**src/rtl/mem_arb_pkg.sv**
```systemverilog
// Shared types and constants for the two-port memory arbiter.
package mem_arb_pkg;

    localparam int ADDR_W_DEFAULT = 32;
    localparam int DATA_W_DEFAULT = 256;

    // Requester indices; also the encoding of the last-grant flop.
    localparam logic P0 = 1'b0;
    localparam logic P1 = 1'b1;

    typedef enum logic [1:0] {
        IDLE = 2'd0,
        BUSY = 2'd1,
        GAP  = 2'd2
    } arbState_t;

endpackage

```
**src/rtl/mem_arb_pick.sv**
```systemverilog
// Combinational winner selection: a lone request wins outright, a conflict
// goes to the port that was not granted last.
module mem_arb_pick
    import mem_arb_pkg::*;
(
    input  logic       i_req0,
    input  logic       i_req1,
    input  logic       i_lastGrant,
    output logic [1:0] o_grant
);

    always_comb begin
        o_grant = {i_req1, i_req0};
        if (i_req0 && i_req1) begin
            o_grant = (i_lastGrant == P1) ? 2'b01 : 2'b10;
        end
    end

endmodule

```
**src/rtl/mem_arbiter.sv**
```systemverilog
// Two-port cache-line memory arbiter sequencing IDLE -> BUSY -> GAP.
// Define MEM_ARB_ROUND_ROBIN_EN for round-robin conflicts; otherwise p1 always wins.
module mem_arbiter
    import mem_arb_pkg::*;
#(
    parameter int ADDR_W = ADDR_W_DEFAULT,
    parameter int DATA_W = DATA_W_DEFAULT
) (
    input  logic              clk_i,
    input  logic              rst_i,
    input  logic              p0_enable_i,
    input  logic              p0_write_i,
    input  logic [ADDR_W-1:0] p0_addr_i,
    input  logic [DATA_W-1:0] p0_data_i,
    output logic              p0_ack_o,
    output logic [DATA_W-1:0] p0_data_o,
    input  logic              p1_enable_i,
    input  logic              p1_write_i,
    input  logic [ADDR_W-1:0] p1_addr_i,
    input  logic [DATA_W-1:0] p1_data_i,
    output logic              p1_ack_o,
    output logic [DATA_W-1:0] p1_data_o,
    output logic              mem_enable_o,
    output logic              mem_write_o,
    output logic [ADDR_W-1:0] mem_addr_o,
    output logic [DATA_W-1:0] mem_data_o,
    input  logic              mem_ack_i,
    input  logic [DATA_W-1:0] mem_data_i,
    output logic [1:0]        grant_o
);

    arbState_t         r_state;
    arbState_t         w_nextState;
    logic [1:0]        r_grant;
    logic              r_memWrite;
    logic [ADDR_W-1:0] r_memAddr;
    logic [DATA_W-1:0] r_memData;
    logic [1:0]        w_pick;
    logic              w_lastGrant;
    logic              w_accept;
    logic              w_busy;

    assign w_busy   = (r_state == BUSY);
    assign w_accept = (r_state == IDLE) && (p0_enable_i || p1_enable_i);

    mem_arb_pick u_pick (
        .i_req0      (p0_enable_i),
        .i_req1      (p1_enable_i),
        .i_lastGrant (w_lastGrant),
        .o_grant     (w_pick)
    );

`ifdef MEM_ARB_ROUND_ROBIN_EN
    logic r_lastGrant;

    // Resets to P0 so that the first conflict after reset goes to p1.
    always_ff @(posedge clk_i or negedge rst_i) begin
        if (!rst_i) begin
            r_lastGrant <= P0;
        end else if (w_accept) begin
            r_lastGrant <= w_pick[P1];
        end
    end

    assign w_lastGrant = r_lastGrant;
`else
    assign w_lastGrant = P0;
`endif

    always_ff @(posedge clk_i or negedge rst_i) begin
        if (!rst_i) begin
            r_state <= IDLE;
        end else begin
            r_state <= w_nextState;
        end
    end

    always_comb begin
        w_nextState = r_state;
        case (r_state)
            IDLE:    if (w_accept) w_nextState = BUSY;
            BUSY:    if (mem_ack_i) w_nextState = GAP;
            GAP:     w_nextState = IDLE;
            default: w_nextState = IDLE;
        endcase
    end

    // The winner's request is captured once; requester inputs are ignored until IDLE again.
    always_ff @(posedge clk_i or negedge rst_i) begin
        if (!rst_i) begin
            r_grant    <= 2'b00;
            r_memWrite <= 1'b0;
            r_memAddr  <= '0;
            r_memData  <= '0;
        end else if (w_accept) begin
            r_grant    <= w_pick;
            r_memWrite <= w_pick[P1] ? p1_write_i : p0_write_i;
            r_memAddr  <= w_pick[P1] ? p1_addr_i  : p0_addr_i;
            r_memData  <= w_pick[P1] ? p1_data_i  : p0_data_i;
        end else if (w_busy && mem_ack_i) begin
            r_grant    <= 2'b00;
        end
    end

    assign mem_enable_o = w_busy;
    assign mem_write_o  = r_memWrite;
    assign mem_addr_o   = r_memAddr;
    assign mem_data_o   = r_memData;
    assign grant_o      = r_grant;

    assign p0_ack_o  = mem_ack_i && w_busy && r_grant[P0];
    assign p1_ack_o  = mem_ack_i && w_busy && r_grant[P1];
    assign p0_data_o = r_grant[P0] ? mem_data_i : '0;
    assign p1_data_o = r_grant[P1] ? mem_data_i : '0;

endmodule

```
**config.mk**
```make
export PLATFORM = sky130hd
export DESIGN_NAME = mem_arbiter
export DESIGN_NICKNAME = d
export VERILOG_FILES = /design/src/rtl/mem_arb_pkg.sv /design/src/rtl/mem_arb_pick.sv /design/src/rtl/mem_arbiter.sv
export SDC_FILE = /design/constraint.sdc
export NUM_CORES = 1
export LEC_CHECK = 0
export ABC_AREA = 1
export BUFFER_PORTS_ARGS = -buffer_cell sky130_fd_sc_hd__buf_2
export CORE_AREA = 2 2 636 638
export DETAILED_ROUTE_END_ITERATION = 7
export DIE_AREA = 0 0 638 640
export GPL_TIMING_DRIVEN = 0
export PLACE_DENSITY = 0.3
export SLEW_MARGIN = 20
export SYNTH_ARGS = -nofsm -noshare
export SYNTH_HDL_FRONTEND = slang
export SYNTH_SLANG_ARGS = --single-unit
```
**constraint.sdc**
```tcl
create_clock -name clk_i -period 1.3 [get_ports clk_i]
set_clock_uncertainty 0.2 [all_clocks]
set_input_delay 0.065 -clock clk_i [delete_from_list [all_inputs] [get_ports clk_i]]
set_output_delay 0.065 -clock clk_i [all_outputs]
set_load 0.005 [all_outputs]
```
# --- Word-level counts from Yosys, hierarchy flattened ---
# Cells that the tools add are included.
totals:
  register_bits: 293
  memories: 0
  input_bits: 839
  elab_cells: 28
  latch_bits: 0
  ram_bits: 0
  rom_bits: 0
classes:
  add_sub_neg: 0
  muxes: 11
  div_mod_pow: 0
  reduce_logical: 9
  order_cmp: 0
  mul: 0
  bitwise_logic: 0
  shift: 0
  n_eq_ne: 3
ops:
  columns: ["operator", "n"]
  rows:
  - ["$mux W256", 3]
  - ["$mux W32", 1]
  - ["$mux W2", 5]
  - ["$logic_and A1 B1 Y1", 5]
  - ["$ne A2 B2 Y1 const B", 2]
  - ["$pmux W2 S2", 1]
  - ["$eq A2 B1 Y1 const B", 1]
  - ["$logic_not A2 Y1", 1]
  - ["$reduce_and A2 Y1", 1]
  - ["$reduce_bool A2 Y1", 1]
  - ["$logic_or A1 B1 Y1", 1]
  - ["$mux W1", 1]

# --- Depth between registers and ports, before layout ---
# Gate-level depths: netlist (run 1).
logic_depth:
  ltp_word: 4
  ltp_mapped: 8
  mapped_depth_nobuf: 6

# --- Modules after synthesis ---
# A second synthesis (run 1) with hierarchy kept.
hier_totals:
  hier_cells: 3268
  area_unflattened_um2: 19134.6
by_module_without_submodules:
  columns: ["module", "area_per_inst_um2", "seq_area_each_um2", "instances", "cells_per_inst"]
  rows:
  - ["mem_arbiter", 19113.3, 7332.0, 1, 3263]
  - ["mem_arb_pick", 21.3, 0.0, 1, 5]

# --- Worst setup path after synthesis (run 1) ---
# No wires, ideal clock.
synth_path:
  path_kind: "reg-to-reg"
  from: "register r_state[1]"
  to: "register r_memAddr[0] (netlist: mem_addr_o[0])"
  stages_incl_launch_ff: 8
  t_arrival_ps: 1122
  slack_ps: -88
  required_ps: 1034
  period_less_slack_ps: 1388
  path_cell_list: "dfrtp_1 > nor2_2 > nand2_2 > inv_2 > buf_4 > buf_2 > nand2_1 > nand2_1"
synth_via:
  elab_chain_cells: 2
synth_rtl:
  columns: ["element", "line", "source"]
  rows:
  - ["from (decl)", "mem_arbiter.sv:32", "arbState_t r_state;"]
  - ["from (signal assigned)", "mem_arbiter.sv:74", "r_state <= w_nextState;"]
  - ["$logic_not A2 Y1", "mem_arbiter.sv:44", "assign w_accept = (r_state == IDLE) && (p0_enable_i || p1_enable_i);"]
  - ["$logic_and A1 B1 Y1", "mem_arbiter.sv:44", null]
  - ["to (signal assigned)", "mem_arbiter.sv:98", "r_memAddr <= w_pick[P1] ? p1_addr_i : p0_addr_i;"]
  - ["to (decl)", "mem_arbiter.sv:36", "logic [ADDR_W-1:0] r_memAddr;"]
# No other way between the ends.
# A chain may end at the register's enable or synchronous reset.

# --- Final worst setup path (run 1) ---
layout_path:
  from: "register r_grant[0] (netlist: grant_o[0])"
  to: "output port p0_data_o[149]"
layout_via:
  elab_chain_cells: 1
layout_rtl:
  columns: ["element", "line", "source"]
  rows:
  - ["from (decl)", "mem_arbiter.sv:34", "logic [1:0] r_grant;"]
  - ["from (signal assigned)", "mem_arbiter.sv:96", "r_grant <= w_pick;"]
  - ["$mux W256", "mem_arbiter.sv:113", "assign p0_data_o = r_grant[P0] ? mem_data_i : '0;"]
  - ["to (decl)", "mem_arbiter.sv:16", "output logic [DATA_W-1:0] p0_data_o,"]
# No other way between the ends.

==> results of run 1 <==
-- state kept, by name (all words and copies together), names as in the netlist --
register,flops
grant_o,2
mem_addr_o,32
mem_data_o,256
mem_write_o,1
r_state,2
-- kinds of logic after synthesis --
| family | Yosys count |
|---|---|
| flops | 293 |
| simple gates | 2259 |
| buf+inv | 705 |
| compound gates | 1 |
-- through the flow --
stage / total power [W] / area, sq um / util / hold slack, ns / worst slack, ns
finish: 0.08680 / 49250 / 0.1227 / -0.8803 / -1.039
global route: 0.09196 / 49160 / 0.1225 / -0.9212 / -1.146
CTS: 0.08538 / 47390 / 0.1181 / -0.9526 / -1.195
detailed placement: 0.05856 / 33770 / 0.08413 / -0.1555 / -1.928
global placement: 0.05890 / 33650 / 0.08382 / 0.09370 / -7.654
floorplan: 0.02959 / 18810 / - / -0.4306 / -0.06006
-- cell type report --
type	instances	area, sq um	area share
sequential	293	7333	0.1489
inverter	520	2051	0.04164
timing repair buffer	2579	19790	0.4019
tap	5287	6615	0.1343
multi-input combinational	2260	9803	0.1991
clock inverter	21	277.8	0.005640
clock buffer	62	1281	0.02602
buffer	184	1919	0.03897
antenna	70	175.2	0.003557
-- cell usage after synthesis --
cell	n
nand2_1	2251
inv_1	518
dfrtp_1	293
buf_2	140
buf_4	24
clkbuf_1	20
nand3_1	4
inv_2	2
nor2_1	2
buf_1	1
nand2_2	1
nor2_2	1
o21ai_0	1
-- layer usage --
layer	GRT usage	up-vias
li1	-	14566
met1	0.1531	15204
met2	0.2782	1634
met3	0.04555	583
met4	0.06698	134
met5	0	-
-- worst max-delay path, stage by stage, from the launching register on --
cell	delay [ns]
dfrtp_2	0.47
buf_16	0.18
clkbuf_16	0.19
buf_12	0.16
buf_12	0.13
nand2_8	0.09
inv_4	0.04
buf_6	0.11
-- path summary, 6_finish.rpt --
check                          startpoint               to  slack [ns]  depth (start not counted)
max reg2reg                    r_state[0]  mem_data_o[160]       -0.63                          7
min reg2reg                mem_data_o[81]   mem_data_o[81]        0.27                          2
max in group asynchronous           rst_i  mem_data_o[143]        0.24                          4
min in group clk_i            p0_enable_i       grant_o[0]       -0.04                          7
max                            grant_o[0]   p0_data_o[149]       -1.04                          7
min                                 rst_i   mem_data_o[53]       -0.88                          1
-- report_power, final --
group | internal [W] | total (W) | leakage, nW | switching [W]
Combinational | 0.0229 | 0.0574 | 23.6 | 0.0345
Clock | 0.00761 | 0.0136 | 0.755 | 0.00596
Sequential | 0.0134 | 0.0158 | 3.65 | 0.00242
-- timing repair --
item                                    in CTS  in global routing
pin swaps                                   37                 36
endpoints found under the setup margin    1098               1098
endpoints found under the hold margin      526                195
gates resized for setup                    778                464
gates cloned                                20                 10
setup buffers                               28                 15
==> results.ini, run 1 <==
[run_status]
run_status = finished, violations left
violations = negative hold slack, negative setup slack

[critical_path]
end_kind = output port
worstPathMaxFanout = 6
start_kind = flop
cp_data_arrival_time_ns = 2.07
crit_required_ns = 1.03
crit_type = reg -> out

[cells_and_area]
fillerInstances = 47024
fin_cells = 11276
final_common_cell = nand2_1
area_delta_synth_final_pct = 162.8
nNetsFinal = 6723
final_cell_mix = 2040 x nand2_1, 1499 x buf_2, 865 x dlygate4sd3_1, 336 x inv_1, 292 x dfrtp_1
layout-drive-gt1-share = 0.4006

[global_routing]
grt_usage = 0.1497
grt_max_degree = 75
overflow = 0
grt_first_pass_wirelength_um = 385200
antenna_found_initial = 220
grt_pass1_vias = 31492

[floorplan]
start_util = 0.04668
dieArea_sq_um = 408300
fp.coreArea_sq_um = 401400
fp-row-count = 233
die_y_um = 640
pin_count = 1645
fp.dieW_um = 638

[sta]
report.final.slew_viol_count = 0
fin_crit_ns = 2.339
finalHoldViolCount = 244
whs_ns = -0.8803
fin_tns_setup_ns = -662.73
post-route-period-util = 1.799
setup_viol = 1098
layout_setup_ws_ns = -1.039
relSlewSlack = 0.5291
max_freq_ghz = 0.4276
rsz0062_at_grt = true
worstMarginPinSlew_ns = 0.7064

[synth]
ys_seq_elements = 293
synth-xor-area-share = 0
synth_cell_types = 13
synthesis.area_sq_um = 18740
syn_area_per_cell_sq_um = 5.751
synth_top_cell_by_area = nand2_1
yosysTopAreaCellShare = 0.4509
synth-simple-area-share = 0.4531
synth_warnings = 0
netlist_top_cells_area = nand2_1 45%, dfrtp_1 39%, inv_1 10%
syn-num-nets = 4097
synth_compound_area_frac = 0.0002671
synth_top_family_by_area = simple AND/OR/NAND/NOR gates
synth_mux_area_frac = 0
synth_adder_area_share = 0
synth_seq_area_share = 0.3913
syn_inst = 3258

[routing]
postRouteAntennaNets = 0
drt_iter0_markers = 2477
drtPass1Iterations = 6
wl_met2_um = 166300
wl_per_cell_um = 28.43
viasPerCell = 2.849
m1WireLength_um = 110900
wl_met3_um = 25000
route.detailed.drc = 0
wl_um = 320600
vias = 32121
dr.max_layer_used = met5

[clocking]
cts_buffer_depth = 3
clk_latency_ns = 0.66
cts_tree = built
htree_levels = 2
hold_buffers = 865
cts_buffers = 46
cts.sinks = 293
cts.clk_slew.worst_paths_ns = 0.06
cts_root_buffer = clkbuf_16

[min_path]
hold_path.class = in -> async

[power]
vdd_drop_max_mv = 1.008
p_per_area_nw_per_um2 = 1763
p_leak_nw = 28.05

[placement]
routabilityCongestion = 0.9954
hpwlAfterDp_um = 282700
dp_cells = 10193
io_buffers = 1644

[flow_run]
drv_cap = 0

Power figures use the tool's default switching activity.
==> run 2, diff against run 1 <==
- CORE_AREA: 2 2 636 638 -> 2 2 634 636
- DIE_AREA: 0 0 638 640 -> 0 0 636 638
- PLACE_DENSITY: 0.3 -> default
- clock period: 1.3 -> 2.9 ns (I/O delays scaled with it)
==> run 2 against run 1 <==
Compared with the run above:
- the run now ends clean
- worst hold slack better by 0.89 ns
- non-clock buffer count is 368 lower
- core utilization down 1.9 points
- design area is 16% lower
- sequential share of layout area increased by 2.8 points
- combinational power decreased by 66%
- critical endpoint is now p0_data_o[37]
- clock power decreased by 56%
- register-to-register slack better by 1.0 ns
- setup slack better by 1.1 ns
- total power down 62%
==> results.ini, run 2 (synthesis gave the netlist of run 1 again) <==
[run_status]
run_status = finished clean

[floorplan]
fp-row-count = 232
fp.dieW_um = 636
pin_count = 1645
die_y_um = 638
start_util = 0.04702
fp.coreArea_sq_um = 398600
dieArea_sq_um = 405800

[cells_and_area]
fillerInstances = 47329
design_area_sq_um = 41490
layout-drive-gt1-share = 0.3444
final_common_cell = nand2_1
final_cell_mix = 2251 x nand2_1, 1752 x buf_2, 558 x dlygate4sd3_1, 517 x inv_1, 292 x dfrtp_1
register_area_sq_um = 7336
nNetsFinal = 6353
area_delta_synth_final_pct = 121.4
multi_input_area_sq_um = 8494
largest_reg_flops = 256

[min_path]
holdPathStages = 5
hold_path.class = in -> reg

[placement]
placed_area_sq_um = 33770
io_buffers = 1644
routabilityCongestion = 0.9915
hpwlAfterDp_um = 305400

[global_routing]
antenna_found_initial = 257
grt_usage = 0.1593
grt_first_pass_wirelength_um = 399800
grt_pass1_vias = 29758
grt_max_degree = 86
grt_util_met3 = 0.05780
overflow = 0
use_met1 = 0.1658
busiest_layer = met2
grt_util_met2 = 0.2836

[sta]
worstMarginPinSlew_ns = 0.9604
finalHoldViolCount = 0
relSlewSlack = 0.3597
post-route-period-util = 0.9695
fin_crit_ns = 2.812
rsz0062_at_grt = false
setup_viol = 0
max_freq_ghz = 0.3557
report.final.slew_viol_count = 0

[critical_path]
crit_required_ns = 2.56
cp_data_arrival_time_ns = 2.47
worstPathMaxFanout = 10
start_kind = flop
crit_type = reg -> out
end_kind = output port
rr_worst_depth = 7

[routing]
wl_per_cell_um = 30.56
wl_um = 336400
drtPass1Iterations = 5
viasPerCell = 2.850
route.detailed.drc = 0
drt_iter0_markers = 2616
vias = 31369
postRouteAntennaNets = 0

[clocking]
cts_tree = built
clk_latency_ns = 0.66
htree_levels = 2
post-cts-setup-buffer-count = 0
cts.clk_slew.worst_paths_ns = 0.06
cts_buffer_depth = 3
cts_root_buffer = clkbuf_16
cts.sinks = 293
cts_buffers = 44

[power]
p_per_area_nw_per_um2 = 787.0
p_leak_nw = 25.24
p_total_w = 0.03265
vdd_drop_max_mv = 0.2905

[flow_run]
drv_cap = 0

==> run 2: cell count changes in the layout (fill, tap and decap cells not counted), sizes merged <==
cell / delta
clkbuf: -17
buf: -49
bufinv: +1
dlygate4sd3: -307
clkinv: -2
diode: +126
clkinvlp: +1
==> run 2: area by class of cell <==
type / count / area share
inverters: 520 / 0.04719
repair buffers: 2211 / 0.3397
multi-input cells: 2260 / 0.2047
plain buffers: 184 / 0.02482
clock buffers: 57 / 0.03012
flip-flops and latches: 293 / 0.1768
well taps: 5265 / 0.1588
clock inverters: 21 / 0.006121
diodes: 196 / 0.01182
==> run 2: metrics by stage <==
stage	util	hold WS (ns)	std cells	setup TNS [ns]	worst slack (ns)
floorplan	-	-0.3506	3258	0	1.489
global placement	0.08419	0.1663	10167	-1985.63	-6.380
detailed placement	0.08472	-0.08459	10175	-17.24	-0.4364
CTS	0.1029	0.004881	10811	-0.0004903	-0.0004903
global route	0.1038	0.04840	10958	0	0.01535
finish	0.1041	0.01032	11007	0	0.08844
==> run 2: worst max-delay path: stages (launching register included) <==
cell        delay [ns]
dfrtp_1           0.38
buf_2             0.19
clkbuf_2          0.18
buf_12            0.17
buf_4             0.21
nand2_1           0.11
clkinvlp_4        0.26
buf_2             0.23
==> run 2: metal layers <==
metal,share of wire,vias up
li1,-,13921
met1,0.35,14941
met2,0.50,1805
met3,0.091,566
met4,0.054,136
met5,0.0026,-
==> run 2: power breakdown <==
part	switching (W)	internal (W)
Combinational	0.0135	0.00600
Sequential	0.00108	0.00601
Clock	0.00263	0.00341
Total	0.0172	0.0154
==> run 2: path summary, 6_finish.rpt <==
check | start | end | slack, ns
max | grant_o[0] | p0_data_o[37] | 0.09
min | p0_data_i[91] | mem_data_o[91] | 0.01
max reg2reg | r_state[1] | mem_data_o[92] | 0.40
min reg2reg | mem_data_o[194] | mem_data_o[194] | 0.27
max in group asynchronous | rst_i | mem_data_o[10] | 1.14
min in group asynchronous | rst_i | mem_data_o[243] | 0.42
==> run 2: timing repair <==
| action | CTS | global route |
|---|---|---|
| hold buffers | 559 | 0 |
| setup endpoints to repair | 438 | 0 |
| hold endpoints to repair | 430 | 0 |
| resized for setup | 49 | 0 |
